$ cat config.mk
export PLATFORM = sky130hd
export DESIGN_NAME = sht40_measure_sequencer
export DESIGN_NICKNAME = d
export VERILOG_FILES = /design/src/rtl/sht40_measure_sequencer.sv
export SDC_FILE = /design/constraint.sdc
export NUM_CORES = 1
export LEC_CHECK = 0
export ABC_AREA = 0
export CAP_MARGIN = 20
export CORE_MARGIN = 10
export CORE_UTILIZATION = 40
export DETAILED_ROUTE_END_ITERATION = 6
export GPL_ROUTABILITY_DRIVEN = 0
export GPL_TIMING_DRIVEN = 0
export SKIP_LAST_GASP = 1
export SYNTH_ARGS = -nofsm -noshare
export SYNTH_HDL_FRONTEND = slang
export SYNTH_SLANG_ARGS = --single-unit
$ cat constraint.sdc
create_clock -name clk -period 11.45 [get_ports clk]
set_clock_uncertainty 0.1 [all_clocks]
set_input_delay 1.7175 -clock clk [delete_from_list [all_inputs] [get_ports clk]]
set_output_delay 1.7175 -clock clk [all_outputs]
set_load 0.02 [all_outputs]
$ cat src/rtl/sht40_measure_sequencer.sv
// SHT40 measurement sequencer: measure-command write, conversion wait, 6-byte read with CRC-8
// checking, driven by a one-shot request or a free-running period timer.
module sht40_measure_sequencer #(
  parameter logic [6:0]  PERIPH_ADDR   = 7'h44,
  parameter logic [7:0]  MEAS_CMD      = 8'hFD,
  parameter int unsigned CONV_CYCLES   = 20000,
  parameter int unsigned PERIOD_CYCLES = 2000000,
  parameter int unsigned MAX_RETRY     = 3,
  parameter int unsigned CNT_W         = 24
) (
  input  logic        clk,
  input  logic        Reset_N,
  input  logic        Start_Measure,
  input  logic        Periodic_Enable,
  output logic        Busy,
  output logic        Cmd_Valid,
  input  logic        Cmd_Ready,
  output logic        Cmd_Rw,
  output logic [6:0]  Cmd_Address,
  output logic [7:0]  Cmd_Data,
  output logic [2:0]  Cmd_Read_Len,
  input  logic        Master_Done,
  input  logic        Master_Nack,
  input  logic        Rx_Valid,
  input  logic [7:0]  Rx_Data,
  output logic [15:0] Temperature_Output,
  output logic [15:0] Humidity_Output,
  output logic        Result_Valid,
  output logic        CRC_Error,
  output logic        Nack_Error,
  output logic [7:0]  Sample_Count
);

  typedef enum logic [2:0] {
    StIdle, StWrReq, StWrWait, StConv, StRdReq, StRdWait, StCheck
  } state_e;

  localparam logic [CNT_W-1:0] ConvLast   = CNT_W'(CONV_CYCLES - 1);
  localparam logic [CNT_W-1:0] PeriodLast = CNT_W'(PERIOD_CYCLES - 1);
  localparam logic [7:0]       RetryMax   = 8'(MAX_RETRY);

  state_e            state_q, state_d;
  logic              pending_q, pending_d;
  logic [CNT_W-1:0]  period_q, period_d;
  logic [CNT_W-1:0]  conv_q, conv_d;
  logic [7:0]        retry_q, retry_d;
  logic [2:0]        idx_q, idx_d;
  logic [5:0][7:0]   rx_q, rx_d;
  logic [15:0]       temp_q, temp_d;
  logic [15:0]       hum_q, hum_d;
  logic              valid_q, valid_d;
  logic              crc_err_q, crc_err_d;
  logic              nack_err_q, nack_err_d;
  logic [7:0]        count_q, count_d;
  logic              period_expire;
  logic              crc_ok;

  // CRC-8, poly 0x31, init 0xFF, MSB first over one 16-bit word.
  function automatic logic [7:0] crc8(input logic [15:0] word);
    logic [7:0] crc;
    crc = 8'hFF;
    for (int i = 15; i >= 0; i--) begin
      if (crc[7] ^ word[i]) crc = {crc[6:0], 1'b0} ^ 8'h31;
      else                  crc = {crc[6:0], 1'b0};
    end
    return crc;
  endfunction

  assign crc_ok = (crc8({rx_q[0], rx_q[1]}) == rx_q[2]) &&
                  (crc8({rx_q[3], rx_q[4]}) == rx_q[5]);
  assign period_expire = Periodic_Enable && (period_q == PeriodLast);

  always_comb begin
    state_d    = state_q;
    pending_d  = pending_q;
    period_d   = '0;
    conv_d     = '0;
    retry_d    = retry_q;
    idx_d      = idx_q;
    rx_d       = rx_q;
    temp_d     = temp_q;
    hum_d      = hum_q;
    valid_d    = 1'b0;
    crc_err_d  = crc_err_q;
    nack_err_d = nack_err_q;
    count_d    = count_q;

    if (Periodic_Enable && !period_expire) period_d = period_q + 1'b1;

    // A trigger arriving in the same cycle we leave IDLE stays pending for the next run.
    if (state_q == StIdle && pending_q) pending_d = 1'b0;
    if (Start_Measure || period_expire) pending_d = 1'b1;

    unique case (state_q)
      StIdle: begin
        if (pending_q) begin
          state_d    = StWrReq;
          crc_err_d  = 1'b0;
          nack_err_d = 1'b0;
          idx_d      = '0;
          retry_d    = '0;
        end
      end
      StWrReq: if (Cmd_Ready) state_d = StWrWait;
      StWrWait: begin
        if (Master_Done) begin
          if (!Master_Nack) begin
            state_d = StConv;
            retry_d = '0;
          end else if (retry_q < RetryMax) begin
            state_d = StWrReq;
            retry_d = retry_q + 1'b1;
          end else begin
            state_d    = StIdle;
            nack_err_d = 1'b1;
          end
        end
      end
      StConv: begin
        conv_d = conv_q + 1'b1;
        if (conv_q == ConvLast) state_d = StRdReq;
      end
      StRdReq: begin
        if (Cmd_Ready) begin
          state_d = StRdWait;
          idx_d   = '0;
        end
      end
      StRdWait: begin
        if (Rx_Valid && idx_q < 3'd6) begin
          for (int i = 0; i < 6; i++) begin
            if (idx_q == 3'(i)) rx_d[i] = Rx_Data;
          end
          idx_d = idx_q + 1'b1;
        end
        if (Master_Done) begin
          if (!Master_Nack) begin
            state_d = StCheck;
          end else if (retry_q < RetryMax) begin
            state_d = StConv;
            retry_d = retry_q + 1'b1;
          end else begin
            state_d    = StIdle;
            nack_err_d = 1'b1;
          end
        end
      end
      StCheck: begin
        state_d = StIdle;
        if (idx_q == 3'd6 && crc_ok) begin
          temp_d  = {rx_q[0], rx_q[1]};
          hum_d   = {rx_q[3], rx_q[4]};
          valid_d = 1'b1;
          count_d = count_q + 1'b1;
        end else begin
          crc_err_d = 1'b1;
        end
      end
      default: state_d = StIdle;
    endcase
  end

  always_ff @(posedge clk or negedge Reset_N) begin
    if (!Reset_N) begin
      state_q    <= StIdle;
      pending_q  <= 1'b0;
      period_q   <= '0;
      conv_q     <= '0;
      retry_q    <= '0;
      idx_q      <= '0;
      rx_q       <= '0;
      temp_q     <= '0;
      hum_q      <= '0;
      valid_q    <= 1'b0;
      crc_err_q  <= 1'b0;
      nack_err_q <= 1'b0;
      count_q    <= '0;
    end else begin
      state_q    <= state_d;
      pending_q  <= pending_d;
      period_q   <= period_d;
      conv_q     <= conv_d;
      retry_q    <= retry_d;
      idx_q      <= idx_d;
      rx_q       <= rx_d;
      temp_q     <= temp_d;
      hum_q      <= hum_d;
      valid_q    <= valid_d;
      crc_err_q  <= crc_err_d;
      nack_err_q <= nack_err_d;
      count_q    <= count_d;
    end
  end

  // Command fields decode straight from state so Cmd_Valid falls with an asynchronous reset.
  assign Busy               = (state_q != StIdle);
  assign Cmd_Valid          = (state_q == StWrReq) || (state_q == StRdReq);
  assign Cmd_Rw             = (state_q == StRdReq);
  assign Cmd_Address        = PERIPH_ADDR;
  assign Cmd_Data           = (state_q == StWrReq) ? MEAS_CMD : 8'h00;
  assign Cmd_Read_Len       = (state_q == StRdReq) ? 3'd6 : 3'd0;
  assign Temperature_Output = temp_q;
  assign Humidity_Output    = hum_q;
  assign Result_Valid       = valid_q;
  assign CRC_Error          = crc_err_q;
  assign Nack_Error         = nack_err_q;
  assign Sample_Count       = count_q;

endmodule

==> results of run 1 <==
[report_power, final]
| group | total, mW | internal [mW] | switching (mW) |
|---|---|---|---|
| combinational | 0.709 | 0.364 | 0.345 |
| clock | 0.559 | 0.337 | 0.222 |
| sequential | 0.624 | 0.583 | 0.0409 |
| total | 1.89 | 1.28 | 0.608 |
[flip-flops by register name, indices dropped and copies added (netlist names)]
name                cells
conv_q                 24
pending_q               1
Nack_Error              1
CRC_Error               1
Humidity_Output        16
retry_q                 8
Result_Valid            1
idx_q                   3
period_q               24
Temperature_Output     16
rx_q                   48
state_q                 3
Sample_Count            8
[worst min-delay path by stage]
stage	from	end	cells after the start	slack (ps)
2_1_floorplan	retry_q[5]	retry_q[5]	1	350
3_3_place_gp	Sample_Count[7]	Sample_Count[7]	1	360
3_5_place_dp	Sample_Count[7]	Sample_Count[7]	1	370
4_1_cts	Sample_Count[7]	Sample_Count[7]	1	380
5_1_grt	retry_q[2]	retry_q[2]	1	400
6_report	Sample_Count[7]	Sample_Count[7]	1	380
[cells in the final DEF (no fill, tap or decap), types with 3 or more instances in the layout]
master	synthesis	final
a21oi_1	14	14
a221o_1	3	3
and2_1	12	12
and3_1	7	7
and4_1	10	10
buf_4	17	17
buf_6	3	4
clkbuf_1	17	18
clkbuf_16	0	17
clkbuf_8	0	3
clkdlybuf4s50_1	0	69
clkinvlp_4	0	6
conb_1	2	9
dfrtp_1	154	154
ha_1	9	9
inv_1	13	13
mux2_2	52	52
mux2_4	29	29
nand2_1	34	34
nand3_1	28	28
nand4_1	13	13
nor2_1	56	56
nor2b_1	4	4
nor3_1	10	10
nor4_1	4	4
nor4b_1	3	3
o21ai_0	15	15
or3_1	9	9
xnor2_1	58	58
xnor3_1	9	9
xnor3_4	5	5
xor2_1	35	35
xor3_1	3	3
[per-layer routing]
metal  up-vias  wire length [um]
met5         -                 0
met4         0               294
met3        21               604
met2        79              8190
met1      2583              7860
li1       2456                 -
[layout make-up]
cell class,count,area [um^2],area share
buffer,40,240,0.0250
clock buffer,21,470,0.0490
clock inverter,10,119,0.0124
inverter,13,48.8,0.00509
multi-input combinational,460,3800,0.396
sequential,154,3850,0.402
tap,265,332,0.0346
timing repair buffer,71,729,0.0760
[Yosys cell counts (2+ instances only)]
cell       instances  area share
clkbuf_2           2      0.0013
ha_1               9       0.014
nor2b_1            4      0.0032
xnor3_1            9       0.026
a31oi_1            2      0.0016
nand2b_1           2      0.0016
clkbuf_1          17      0.0081
or4_2              2      0.0022
xnor3_4            5       0.017
buf_6              3      0.0043
xor3_1             3      0.0090
conb_1             2     0.00095
nand3_1           28       0.018
a221o_1            3      0.0038
or2_2              2      0.0016
xnor2_1           58       0.064
inv_1             13      0.0062
nor3_1            10      0.0063
and4_1            10       0.011
nand4_1           13       0.010
mux2_4            29       0.055
dfrtp_1          154        0.49
or3_1              9      0.0071
nor4b_1            3      0.0033
a2111oi_0          2      0.0022
nand2_1           34       0.016
buf_4             17       0.016
a21oi_1           14      0.0088
xor2_1            35       0.039
o21ai_0           15      0.0095
and3_1             7      0.0055
nor4_1             4      0.0032
nor2_1            56       0.027
mux2_2            52       0.074
and2_1            12      0.0095
[cells by family after synthesis]
kind of cell,synth area share
AO/OA/AOI/OAI,0.0363
XOR/XNOR,0.163
adder cells (fa/ha/maj),0.0142
buffers and inverters,0.0365
flip-flops,0.487
multiplexers,0.130
other,0.000949
AND/OR/NAND/NOR,0.132
==> flow_summary.json, run 1 <==
{
  "grt_pass1_wl_mm": 28.7,
  "final_core_util": 0.493,
  "arrival_ps": 2720,
  "status": "complete, no violations",
  "hold_ws_ps": 379,
  "min_period_ps": 4530,
  "worstSetupPathType": "reg -> out",
  "rrSetupSlack_ps": 7090,
  "drive_gt1_frac": 0.195,
  "rows": 51,
  "hold_viol_final": 0,
  "grt_most_used_layer": "met2",
  "io_buffers": 70,
  "grt_util_met2": 0.216,
  "pin_count": 80,
  "fmax_mhz": 221,
  "rr_worst_depth": 8,
  "use_met1": 0.177,
  "routed_wl_mm": 16.9,
  "ys_warn_count": 0,
  "dp_slack_ps": 7180,
  "cts-resized-gates": 0,
  "antenna_found_initial": 0,
  "routedWlPerCell_um": 16.4,
  "grt_util_all_layers": 0.136,
  "critPathCapture": "Cmd_Valid",
  "fp.dieH_um": 161,
  "finalNonFillerCells": 1034,
  "final.setup.tns_ps": 0,
  "crit_start": "state_q[2]",
  "min-delay-path-class": "reg -> reg",
  "dieArea_um2": 25800,
  "drcViolationCount": 0,
  "timing.final.crit_share": 0.396,
  "r2r_start": "rx_q[28]",
  "synthesis.area_um2": 7920,
  "grt_max_degree": 83,
  "syn_to_final_growth_pct": 21.2,
  "num-fill-cells": 1716,
  "cts_buffers": 17,
  "power_density_nw_per_um2": 197,
  "nets": 782,
  "leakagePower_nw": 4.44,
  "overflow": 0,
  "start_util": 0.407,
  "postPlaceCellArea_um2": 9000,
  "path_buf_inv": 3,
  "dp_hpwl_mm": 12.4,
  "cts-root-buf": "clkbuf_16",
  "slew_viol_final": 0,
  "grt_pass1_vias": 5478,
  "worst_pin_slew_ps": 1310,
  "end_kind": "primary output",
  "cts.sinks": 154,
  "r2r_end": "Temperature_Output[11]",
  "final_cell_area_um2": 9590,
  "drv_cap": 0,
  "setup_ws_ps": 6920,
  "synthArstFlopShare": 1.00,
  "crit_cells": 5,
  "rsz0062_at_grt": "no",
  "postSynthAreaPerCell_um2": 12.0,
  "post_cts.repair.setup_buffers": 0,
  "ir_drop_v": 0.0000960,
  "synth_cell_types": 55,
  "setup_violations": 0,
  "ant_nets": 0,
  "ys_seq_area_frac": 0.487,
  "fin_total_pwr_mw": 1.89,
  "htree_levels": 4,
  "synthCells": 660,
  "first_pass_iters": 5,
  "dr_total_vias": 5139,
  "cp-start-kind": "flip-flop",
  "clkTransAtPathRegs_ps": 60,
  "slowest_stage": "nor3_1",
  "critPathTopFamily": "buffers and inverters",
  "cp_max_fo": 10,
  "cpMostUsedCell": "clkbuf_1",
  "synth_edf_count": 0,
  "worstPathRequired_ps": 9630,
  "cts_hold_buf": 0,
  "cts_buffer_depth": 2,
  "routed_via_density": 4.97,
  "maxSlewHeadroom": 0.128,
  "synth_ff_type": "dfrtp_1",
  "path_cells": "clkbuf_1 > clkbuf_1 > nor3_1 > or2_2 > clkdlybuf4s50_1",
  "max_stage_delay_ps": 650,
  "die_w_um": 161,
  "clock_latency_ps": 420,
  "yosys_register_bits": 154,
  "dp.cells": 1003,
  "diodes": 0,
  "cts_tree": "yes",
  "core_um2": 19500,
  "drt_iter0_markers": 228,
  "grt_use_met3": 0.0317
}
Power figures use the tool's default switching activity.
==> run 2, diff against run 1 <==
==> constraint.sdc (replaced) <==
create_clock -name clk -period 4.55 [get_ports clk]
set_clock_uncertainty 0.1 [all_clocks]
set_input_delay 0.6825 -clock clk [delete_from_list [all_inputs] [get_ports clk]]
set_output_delay 0.6825 -clock clk [all_outputs]
set_load 0.02 [all_outputs]
==> run 2 against run 1 <==
Against the previous run: combinational power rose to 2.5 times the previous value; via count increased by 0.14%; sequential share of layout area shrank 0.063 points; flip-flop and latch count stayed put; utilization rose by 0.077 points; register-to-register slack got worse by 6500 ps; largest cell class unchanged; critical path type is now reg -> reg; cell area increased by 0.16%; worst setup slack worse by 6300 ps.
==> flow_summary.json, run 2 (same netlist as run 1, synthesis figures left out) <==
{
  "min_period_ps": 3950,
  "grt_pass1_wl_mm": 28.7,
  "arrival_ps": 4150,
  "drcViolationCount": 0,
  "drv_cap": 0,
  "largest_registers": "rx_q x48, conv_q x24, period_q x24",
  "r2r_start": "rx_q[28]",
  "syn_to_final_growth_pct": 21.4,
  "grt_pass1_vias": 5478,
  "crit_start": "rx_q[28]",
  "route.met3.wl_um": 657,
  "ir_drop_v": 0.000241,
  "mostFrequentLayoutCells": "dfrtp_1, clkdlybuf4s50_1, xnor2_1",
  "slew_viol_final": 0,
  "drive_gt1_frac": 0.197,
  "cp_max_fo": 10,
  "largest_reg_flops": 48,
  "final_core_util": 0.494,
  "rows": 51,
  "cts_buffer_depth": 2,
  "dieArea_um2": 25800,
  "cts_hold_buf": 0,
  "cts_tree": "yes",
  "leakagePower_nw": 4.46,
  "worstPathRequired_ps": 4750,
  "fp.dieH_um": 161,
  "power_density_nw_per_um2": 495,
  "worstSetupPathType": "reg -> reg",
  "cts-root-buf": "clkbuf_16",
  "htree_levels": 4,
  "ant_nets": 0,
  "dr_total_vias": 5146,
  "fmax_mhz": 253,
  "highest_layer": "met4",
  "diodes": 0,
  "cts.sinks": 154,
  "cts-resized-gates": 0,
  "start_util": 0.407,
  "clock_latency_ps": 420,
  "routed_wl_mm": 17.0,
  "die_w_um": 161,
  "max_stage_delay_ps": 580,
  "hold_viol_final": 0,
  "final_common_cell": "dfrtp_1",
  "worst_pin_slew_ps": 788,
  "core_um2": 19500,
  "slowest_stage": "a21oi_1",
  "nets": 784,
  "status": "complete, no violations",
  "rr_worst_depth": 8,
  "end_kind": "flip-flop",
  "pin_count": 80,
  "grt_max_degree": 83,
  "post_cts.repair.setup_buffers": 0,
  "overflow": 0,
  "routed_via_density": 4.97,
  "timing.final.crit_share": 0.869,
  "first_pass_iters": 4,
  "route.met2.wl_mm": 8.23,
  "drt_iter0_markers": 228,
  "maxSlewHeadroom": 0.470,
  "setup_violations": 0,
  "min-delay-path-class": "in -> async",
  "cp-start-kind": "flip-flop",
  "fin_total_pwr_mw": 4.76,
  "rsz0062_at_grt": "no",
  "io_buffers": 70,
  "antenna_found_initial": 0,
  "dp_hpwl_mm": 12.4,
  "regMostFlops": "rx_q",
  "routedWlPerCell_um": 16.4,
  "cts_buffers": 17,
  "grt_util_all_layers": 0.136,
  "clkTransAtPathRegs_ps": 60,
  "drt-met1-wl_mm": 7.79,
  "path_cells": "xnor3_2 > xnor2_2 > xor3_4 > or3_2 > a21oi_1 > nand4b_4 > buf_6 > mux2_4"
}
## run 2: changes by cell type in the layout (fill, tap and decap cells not counted)
cell | before | now
buf_4 | 17 | 19
## run 2: layer usage
metal | track usage | vias up
li1 | - | 2458
met1 | 0.177 | 2580
met2 | 0.216 | 88
met3 | 0.0317 | 20
met4 | 0.0500 | 0
met5 | 0 | -
## run 2: worst paths after layout
check | to | slack (ps)
max | Temperature_Output[11] | 600
min reg2reg | Sample_Count[7] | 380
min | conv_q[16] | 160
max in group asynchronous | rx_q[41] | 3350
min in group clk | Sample_Count[7] | 380
max reg2reg | Temperature_Output[11] | 600
## run 2: where the power goes
group	switching, mW	internal (mW)
clock	0.559	0.847
sequential	0.103	1.47
combinational	0.868	0.916
total	1.53	3.23
## run 2: layout make-up
| class | count | area (um^2) |
|---|---|---|
| Buffer | 40 | 240 |
| Sequential cell | 154 | 3850 |
| Clock inverter | 10 | 119 |
| Clock buffer | 21 | 470 |
| Inverter | 13 | 48.8 |
| Tap cell | 265 | 332 |
| Fill cell | 1717 | 9850 |
| Timing Repair Buffer | 73 | 744 |
| Multi-Input combinational cell | 460 | 3800 |
## run 2: worst max-delay path, delay by kind of cell, from the launching register on
kind | cells | cell delay [ps]
xor+xnor | 3 | 1340
buf+inv | 1 | 260
mux | 1 | 300
flops | 1 | 460
simple gates | 2 | 790
compound gates | 1 | 580
## run 2: per-stage QoR
stage | area [um^2] | worst slack (ps) | instances | hold WS [ps] | TNS (ps)
4_1_cts | 9590 | 255 | 1034 | 192 | 0
2_1_floorplan | 7940 | 973 | 667 | 287 | 0
5_1_grt | 9610 | 437 | 1036 | 210 | 0
3_5_place_dp | 9000 | 285 | 1003 | 370 | 0
6_report | 9610 | 596 | 1036 | 164 | 0
3_3_place_gp | 8980 | -3510 | 1002 | 362 | -539610
==> run 3, diff against run 2 <==
==> constraint.sdc (replaced) <==
create_clock -name clk -period 4.6 [get_ports clk]
set_clock_uncertainty 0.1 [all_clocks]
set_input_delay 0.69 -clock clk [delete_from_list [all_inputs] [get_ports clk]]
set_output_delay 0.69 -clock clk [all_outputs]
set_load 0.02 [all_outputs]
==> results of run 3 <==
The final DEF is identical to that of run 1. Status: complete, no violations.
Main changes from that run: setup slack after placement 7180 ps -> 335 ps; setup slack after layout 6920 ps -> 244 ps; hold slack 379 ps -> 161 ps; start point of the critical path state_q[2] -> rx_q[28]; end point of the critical path Cmd_Valid -> Temperature_Output[11]; register-to-register setup slack 7090 ps -> 240 ps; total power 1.89 mW -> 4.71 mW; worst IR drop on VDD 0.0000960 V -> 0.000239 V
